--- src/rtl/sync_up_counter_tff.sv ---
// sync_up_counter_tff: synchronous up counter built from a chain of T flip-flops.
// Counts 0 .. MODULUS-1 and wraps to 0 on one clock edge. tc and co let several
// instances cascade into a wider counter.
//
// Optional feature: define UPCNT_LOAD_EN to add the synchronous load port pair.
//
// Ports:
//   clk    - clock, rising edge
//   rst_n  - asynchronous active-low reset (q and ovf to 0)
//   en     - count enable
//   clr    - synchronous clear of q and ovf; highest synchronous priority
//   load   - synchronous load of d into q (UPCNT_LOAD_EN only)
//   d      - load value (UPCNT_LOAD_EN only)
//   q      - current count
//   tc     - terminal count, q == MODULUS-1 (combinational from q)
//   co     - cascade carry, tc & en; drives en of the next stage
//   ovf    - sticky flag, set on every enabled wrap edge
module sync_up_counter_tff #(
  parameter int unsigned WIDTH   = 3,
  parameter int unsigned MODULUS = 8
) (
  input  logic             clk,
  input  logic             rst_n,
  input  logic             en,
  input  logic             clr,
`ifdef UPCNT_LOAD_EN
  input  logic             load,
  input  logic [WIDTH-1:0] d,
`endif
  output logic [WIDTH-1:0] q,
  output logic             tc,
  output logic             co,
  output logic             ovf
);

  localparam logic [WIDTH-1:0] TermVal = WIDTH'(MODULUS - 1);

  logic [WIDTH-1:0] q_q;
  logic [WIDTH-1:0] t_chain;
  logic [WIDTH-1:0] t_d;
  logic             ovf_q;
  logic             ovf_d;
  logic             wrap;

  // Ripple-free toggle chain: bit i toggles when en and all lower bits are 1.
  always_comb begin
    t_chain    = '0;
    t_chain[0] = en;
    for (int i = 1; i < int'(WIDTH); i++) begin
      t_chain[i] = t_chain[i-1] & q_q[i-1];
    end
  end

  // Values at or past the terminal count (the latter only reachable by load)
  // wrap to 0; toggling every set bit clears the register in one edge.
  assign wrap = en & (q_q >= TermVal);

  // Toggle vector and sticky flag; later assignments carry higher priority.
  always_comb begin
    t_d   = wrap ? q_q : t_chain;
    ovf_d = ovf_q | wrap;
`ifdef UPCNT_LOAD_EN
    if (load) begin
      t_d   = q_q ^ d;
      ovf_d = ovf_q;
    end
`endif
    if (clr) begin
      t_d   = q_q;
      ovf_d = 1'b0;
    end
  end

  // T flip-flop bank plus the sticky overflow flag.
  always_ff @(posedge clk or negedge rst_n) begin
    if (!rst_n) begin
      q_q   <= '0;
      ovf_q <= 1'b0;
    end else begin
      q_q   <= q_q ^ t_d;
      ovf_q <= ovf_d;
    end
  end

  // TermVal is nonzero for MODULUS >= 2, so tc and co are low during reset.
  assign q   = q_q;
  assign ovf = ovf_q;
  assign tc  = (q_q == TermVal);
  assign co  = tc & en;

endmodule

--- config.mk ---
export PLATFORM = sky130hd
export DESIGN_NAME = sync_up_counter_tff
export DESIGN_NICKNAME = d
export VERILOG_FILES = /design/src/rtl/sync_up_counter_tff.sv
export SDC_FILE = /design/constraint.sdc
export NUM_CORES = 1
export LEC_CHECK = 0
export BUFFER_PORTS_ARGS = -buffer_cell sky130_fd_sc_hd__buf_4
export CAP_MARGIN = 20
export CORE_AREA = 10 10 47 49
export CTS_CLUSTER_DIAMETER = 150
export DETAILED_ROUTE_END_ITERATION = 12
export DIE_AREA = 0 0 57 59
export PLACE_DENSITY_LB_ADDON = 0.1
export SYNTH_ARGS = -nofsm -noshare
export SYNTH_HDL_FRONTEND = slang
export SYNTH_SLANG_ARGS = --single-unit
--- constraint.sdc ---
create_clock -name clk -period 2.5 [get_ports clk]
set_clock_uncertainty 0.2 [all_clocks]
set_input_delay 0.125 -clock clk [delete_from_list [all_inputs] [get_ports clk]]
set_output_delay 0.125 -clock clk [all_outputs]
set_load 0.02 [all_outputs]
-- Word-level counts from Yosys, hierarchy flattened
Index checks and enable logic that the tools add are counted.
- register bits: 4
- bits in latches: 0
- memory bits (writable): 0
- bits in read-only memories: 0
- word-level logic and storage cells: 13
- memories kept: 0
- add/subtract/negate cells: 0
- $mul: 0
- div/mod/pow operators: 0
- order comparisons: 1
- equal/unequal tests: 1
- shift operators: 0
- multiplexer cells: 3
- bitwise logic cells: 6
- reductions and logical operators: 0
- operators with widths (kind ; number):
    $mux W3 ; 2
    $and A1 B1 Y1 ; 4
    $eq A3 B3 Y1 const B ; 1
    $ge A3 B3 Y1 const B ; 1
    $xor A3 B3 Y3 ; 1
    $mux W1 ; 1
    $or A1 B1 Y1 ; 1

-- Longest topological paths before layout
Gate-level depths: netlist (run 1).
- depth in word-level cells: 5
- mapped depth: 2
- gate-level depth less buffers: 2

-- Worst setup path after synthesis (run 1)
No wires, ideal clock.
- path kind: reg2reg
- start point: reg q_q[0], in the netlist q[0]
- end point: reg ovf_q, in the netlist ovf
- data arrival time: 1.012 ns
- data required time: 2.181 ns
- setup slack: 1.169 ns
- stages on the path, launching flop included: 3
- buffers on the path: 0
- clock period less this slack: 1.331 ns
- cells stage by stage: dfrtp_1 -> and4_2 -> o21ba_2
- word-level cells in the longest chain between the ends: 4
- RTL lines (element ; RTL line ; source):
    start, declared ; 38 ; logic [WIDTH-1:0] q_q;
    start signal, assigned ; 80 ; q_q <= q_q ^ t_d;
    $ge A3 B3 Y1 ; 56 ; assign wrap = en & (q_q >= TermVal);
    $and A1 B1 Y1 ; 56 ;
    $or A1 B1 Y1 ; 61 ; ovf_d = ovf_q | wrap;
    $mux W1 ; 68 ; if (clr) begin
    net ovf_d ; 42 ; logic ovf_d;
    end signal, assigned ; 81 ; ovf_q <= ovf_d;
    end, declared ; 41 ; logic ovf_q;
The timed path passes the listed nets, and every way through them passes these cells.

-- Worst setup path in the final report (run 1)
- start point: in en
- end point: out co
- word-level cells in the longest chain between the ends: 1
- RTL lines (element ; RTL line ; source):
    start, declared ; 24 ; input logic en,
    $and A1 B1 Y1 ; 89 ; assign co = tc & en;
    end, declared ; 32 ; output logic co,
Every way passes these cells.

==> results of run 1 <==
## metrics by stage
stage          area [sq um]  total power [mW]  hold slack [ns]  std cells
6_report              337.8            0.1809          0.02545         47
2_1_floorplan         197.7           0.08371          -0.3706         16
5_1_grt               337.8            0.1970          0.04128         47
3_5_place_dp          285.3           0.09795          -0.2736         41
4_1_cts               337.8            0.1850          0.02236         47
3_3_place_gp          285.3           0.09820          -0.2757         41
## repair_timing
item,in CTS,in global routing
hold buffers,3,0
setup endpoints to repair,0,0
endpoints found under the hold margin,7,0
buffers inserted,0,0
resized for setup,0,0
## sequential cells by signal (all words and copies together), names as in the netlist
name  flops
ovf       1
q         3
## per-layer routing
layer  part of all wire  routed length (microns)
met5                  0                        0
met4              0.031                       19
met3               0.11                       64
met2               0.41                      248
met1               0.45                      272
## critical path: cells and delay by family
family | cells | cell delay (ns)
buffers and inverters | 3 | 0.85
AND/OR/NAND/NOR | 1 | 0.24
## final cells by class
class,instances,area [sq um],area share
clock buffers,3,22.52,0.06667
multi-input cells,12,97.59,0.2889
flip-flops and latches,4,100.1,0.2963
well taps,16,20.02,0.05926
repair buffers,12,97.59,0.2889
## cells by family (layout without fill, tap and decap cells)
kind of cell	after synthesis	count (layout)	synth area share
xor gates and xnor gates	1	1	0.04431
DFF	4	4	0.5063
muxes	1	1	0.07593
buffers and inverters	0	15	0
and+or+nand+nor	7	7	0.2469
AOI/OAI and AO/OA	3	3	0.1266
## path summary, 6_finish.rpt
path / to / slack (ns)
hold reg to reg: ovf$_DFF_PN0_ / 0.30
max in group asynchronous: q[0]$_DFF_PN0_ / 1.97
min in group clk: ovf$_DFF_PN0_ / 0.30
hold / removal: ovf$_DFF_PN0_ / 0.03
setup / recovery: co / 0.97
setup reg to reg: ovf$_DFF_PN0_ / 1.29
## cells in the final DEF (no fill, tap or decap), drive strengths merged
cell type    count
a21bo            1
a21oi            1
and3             1
and4             1
buf              9
clkbuf           3
dfrtp            4
dlygate4sd3      3
mux2             1
nand3            1
nand3b           1
nor2             2
nor2b            1
o21ba            1
xnor2            1
## report_power, final
part / switching (mW) / internal [mW] / total, mW
clock: 0.0268 / 0.0537 / 0.0805
sequential: 0.00528 / 0.0681 / 0.0734
combinational: 0.0121 / 0.0149 / 0.0270
total: 0.0442 / 0.137 / 0.181
==> impl_metrics.yaml, run 1 <==
route:
  drt_pass1_iterations: 1
  wl_microns: 604
  wl_per_cell_microns: 12.85
  drt_iter0_drc: 0
  drc: 0
  num_vias: 181
  ant_nets: 0
  via_per_inst: 3.851
run_status:
  status: "completed"
cells_and_area:
  fillers: 162
  n_antenna_cell: 0
  area_growth_pct: 70.89
  finish.utilization: 0.2411
  drive_gt1_frac: 0.5806
  nNetsFinal: 37
cts:
  clock_sinks: 4
  cts_tree: "done"
  cts_max_path_buffers: 2
  clk-insertion-delay-late_ns: 0.23
  cts-root-buf: "clkbuf_4"
  cts_max_level: 1
  path_clk_slew_ns: 0.04
  cts_buffers: 3
logic_synthesis:
  synth_area_per_cell_sq_um: 12.36
  synthTopCellsByArea: "dfrtp_1 51%, mux2_4 7.6%, a21bo_2 5.1%"
  netlist_area_sq_um: 197.7
  synth_top_area_frac: 0.5063
  synth_nets: 20
  async_flop_share: 1.000
  ys_warn_count: 0
  synth-main-ff-cell: "dfrtp_1"
  ys_types: 12
  netlist_instances: 16
  synth_common_cells: "4 x dfrtp_1, 2 x nor2_1"
  synth-edff-count: 0
  synth_top_area_cell: "dfrtp_1"
  synth_most_common_cell: "dfrtp_1"
  yosys_register_bits: 4
  seq_area_frac_synth: 0.5063
sta:
  period_needed_ns: 1.530
  hold_violations: 0
  rsz0062_at_grt: "false"
  setup_tns_ns: 0
  maxSlewHeadroom: 0.8529
  tightest_slew_ns: 0.2206
  slew_violations: 0
  setup_viol: 0
  fin_ws_ns: 0.9703
  period_share: 0.6119
  timing.fmax_mhz: 653.7
place:
  io_buffers: 9
  pre_cts_slack_ns: 1.301
  place.gp.congestion: 0.7379
global_route:
  top_usage_layer: "met2"
  grt-ovfl-total: 0
  first_global_vias: 219
  grt_max_degree: 8
  grtUsageTotal: 0.04498
  grt_pass1_wl_microns: 1083
  antenna_found_initial: 0
  met3_usage: 0.04077
  grtUsageMet2: 0.05426
  use_met1: 0.04881
pwr:
  power_per_cell_area_mw_per_mm2: 535.5
  p_leak_nw: 0.1643
  vdd_drop_max_mv: 0.2782
floorplanning:
  row_count: 14
  die_width_microns: 57
  die-area_sq_mm: 0.003363
  start_util: 0.1411
  pin_count: 10
  die_height_microns: 59
  core_area_sq_mm: 0.001401
critical_path:
  path_common_cell: "buf_4"
  worstSetupStartpointType: "primary input"
  slowest_delay_ns: 0.53
  r2r_cells: 2
  cp-startpoint: "en"
  regToRegStartpoint: "q[0]$_DFF_PN0_"
  cp-end-kind: "output port"
  critPathKind: "primary input to output port"
  critPathSlowestCell: "dlygate4sd3_1"
  cp_cell_sequence: "dlygate4sd3_1 -> buf_4 -> and4_2 -> buf_4"
  required_ns: 2.17
  path_max_fanout: 5
  crit_arrival_ns: 1.20
worst_hold_path:
  hp-class: "primary input to asynchronous set/reset pin"
flow_run:
  maxCapViolCount: 0
(Power assumes the default switching activity.)
==> inputs of run 2 (changes only) <==
--- a/config.mk
+++ b/config.mk
@@ -5,6 +5,7 @@
 export SDC_FILE = /design/constraint.sdc
 export NUM_CORES = 1
 export LEC_CHECK = 0
+export ABC_AREA = 1
 export BUFFER_PORTS_ARGS = -buffer_cell sky130_fd_sc_hd__buf_4
 export CAP_MARGIN = 20
 export CORE_AREA = 10 10 47 49
==> constraint.sdc (replaced) <==
create_clock -name clk -period 1.3 [get_ports clk]
set_clock_uncertainty 0.2 [all_clocks]
set_input_delay 0.065 -clock clk [delete_from_list [all_inputs] [get_ports clk]]
set_output_delay 0.065 -clock clk [all_outputs]
set_load 0.02 [all_outputs]
==> run 2 against run 1 <==
Compared with the run above:
- the run now ends with hold timing left
- synthesized cell count rose by 44%
- routed wire length fell by 8.3%
- sequential power rose by 87%
- design area rose by 9.3%
- sequential cell count did not move
- first-iteration DRC count rose by 2
- area after synthesis fell by 6.3%
- total power rose by 89%
- register-to-register slack got worse by 1.1 ns
- worst hold slack got worse by 0.026 ns
- cell count rose by 26%
- count of clock-buffer cells in the layout did not move
==> impl_metrics.yaml, run 2 <==
logic_synthesis:
  synth-edff-count: 0
  synth-main-ff-cell: "dfrtp_1"
  synth_common_cells: "4 x dfrtp_1, 4 x inv_1, 4 x nor2_1, 3 x nand2_1"
  synth_top_area_frac: 0.5405
  synth_top_area_cell: "dfrtp_1"
  synth_xor_area_frac: 0
  netlist_area_sq_um: 185.2
  synth_area_per_cell_sq_um: 8.051
  synth_top_family_by_area: "simple AND/OR/NAND/NOR gates"
  synthTopCellsByArea: "dfrtp_1 54%, inv_1 8.1%, nor2_1 8.1%"
  synthMuxAreaShare: 0
  seq_area_frac_synth: 0.5405
  synthAdderAreaFrac: 0
  netlist_instances: 23
  yosys_register_bits: 4
  ys_warn_count: 0
  synth_nets: 27
  yosys.area_share.simple: 0.2703
  synth_compound_area_frac: 0.1081
  async_flop_share: 1.000
  ys_types: 9
global_route:
  top_usage_layer: "met2"
  use_met1: 0.03333
  grtUsageTotal: 0.03893
  met3_usage: 0.02361
  grt_max_degree: 8
  grtUsageMet2: 0.05581
  antenna_found_initial: 0
  grt_pass1_wl_microns: 945
  first_global_vias: 213
  grt-ovfl-total: 0
cells_and_area:
  finish.utilization: 0.2634
  n_antenna_cell: 0
  nNetsFinal: 49
  mostFrequentLayoutCell: "buf_4"
  area_growth_pct: 99.32
  seq_area_sq_um: 101.3
  layout_common_cells: "13 x buf_4, 4 x inv_1, 4 x nor2_1, 4 x dlygate4sd3_1"
  largest_reg_flops: 3
  fillers: 176
  drive_gt1_frac: 0.4884
  multi_input_area_sq_um: 72.57
route:
  wl_microns: 554
  via_per_inst: 3.644
  drt_pass1_iterations: 2
  ant_nets: 0
  num_vias: 215
  drt_iter0_drc: 2
  wl_per_cell_microns: 9.390
  drc: 0
sta:
  tightest_slew_ns: 0.2096
  rsz0062_at_grt: "false"
  setup_viol: 0
  period_share: 0.9453
  fin_ws_ns: 0.07115
  timing.fmax_mhz: 813.8
  setup_tns_ns: 0
  whs_ns: -0.0003362
  period_needed_ns: 1.229
  slew_violations: 0
  maxSlewHeadroom: 0.8598
  hold_violations: 1
floorplanning:
  pin_count: 10
  die_height_microns: 59
  die_width_microns: 57
  start_util: 0.1321
  die-area_sq_mm: 0.003363
  core_area_sq_mm: 0.001401
  row_count: 14
critical_path:
  critPathSlowestCell: "dfrtp_1"
  worstSetupStartpointType: "register"
  cp-end-kind: "output port"
  crit_arrival_ns: 0.96
  cp_cell_sequence: "nand2_2 -> nor2_2 -> buf_4"
  critPathKind: "register to output port"
  path_max_fanout: 3
  cp_num_buf_inv: 1
  slowest_delay_ns: 0.38
  crit_family: "flip-flops"
  required_ns: 1.03
place:
  dp_hpwl_microns: 432.8
  place.gp.congestion: 0.6602
  io_buffers: 9
  pre_cts_slack_ns: 0.2426
run_status:
  status: "complete, but fails checks"
  violations: "hold timing"
cts:
  path_clk_slew_ns: 0.04
  cts_max_path_buffers: 2
  cts_max_level: 1
  cts_buffers: 3
  clk-insertion-delay-late_ns: 0.23
  cts-root-buf: "clkbuf_4"
  clock_sinks: 4
  cts_tree: "done"
pwr:
  total_power_mw: 0.3422
  p_leak_nw: 0.1880
  vdd_drop_max_mv: 0.2674
  power_per_cell_area_mw_per_mm2: 927.2
flow_run:
  maxCapViolCount: 0
worst_hold_path:
  hp-class: "primary input to register"
==> run 2: worst paths after layout <==
check,from,to,slack [ns],depth (start not counted)
setup reg to reg,q[0]$_DFF_PN0_,ovf$_DFF_PN0_,0.18,5
min in group asynchronous,rst_n,ovf$_DFF_PN0_,0.54,3
hold / removal,en,q[2]$_DFF_PN0_,-0.0003,4
setup / recovery,q[1]$_DFF_PN0_,co,0.07,3
hold reg to reg,ovf$_DFF_PN0_,ovf$_DFF_PN0_,0.30,2
max in group asynchronous,rst_n,q[0]$_DFF_PN0_,0.16,3
==> run 2: cells by family after synthesis <==
group | after synthesis
DFF | 4
buffers and inverters | 4
AOI/OAI and AO/OA | 4
and+or+nand+nor | 11
==> run 2: repair_timing <==
action / CTS / global route
pin swaps: 0 / 1
hold endpoints to repair: 8 / 0
hold buffers: 4 / 0
setup endpoints to repair: 1 / 2
resized for setup: 1 / 1
buffers inserted: 0 / 4
==> run 2: through the flow <==
stage | cell area [sq um] | instances | hold WS, ns
floorplan | 185.2 | 23 | -0.4306
global placement | 272.8 | 48 | -0.3329
detailed placement | 272.8 | 48 | -0.3324
CTS | 336.6 | 55 | -0.007385
global route | 369.1 | 59 | 0.03042
finish | 369.1 | 59 | -0.0003362
==> run 2: layout make-up <==
cell class	count	share of cell area
well taps	16	0.05424
multi-input cells	15	0.1966
clock buffers	3	0.06102
repair buffers	17	0.3729
flip-flops and latches	4	0.2746
inverters	4	0.04068
==> run 2: per-layer routing <==
| metal | share of wire | wire [microns] | vias up |
|---|---|---|---|
| met1 | 0.38 | 212 | 98 |
| li1 | - | - | 113 |
| met4 | 0 | 0 | 0 |
| met5 | 0 | 0 | - |
| met2 | 0.54 | 299 | 4 |
| met3 | 0.076 | 42 | 0 |
==> run 2: report_power, final <==
group | switching [mW] | internal [mW]
Clock | 0.0473 | 0.103
Combinational | 0.0244 | 0.0304
Sequential | 0.00645 | 0.131
==> run 2: tightest hold or removal path, stage by stage <==
cell and delay, ns:
buf_4 0.09, nand2_2 0.05, o21ai_0 0.15, nor2_1 0.04
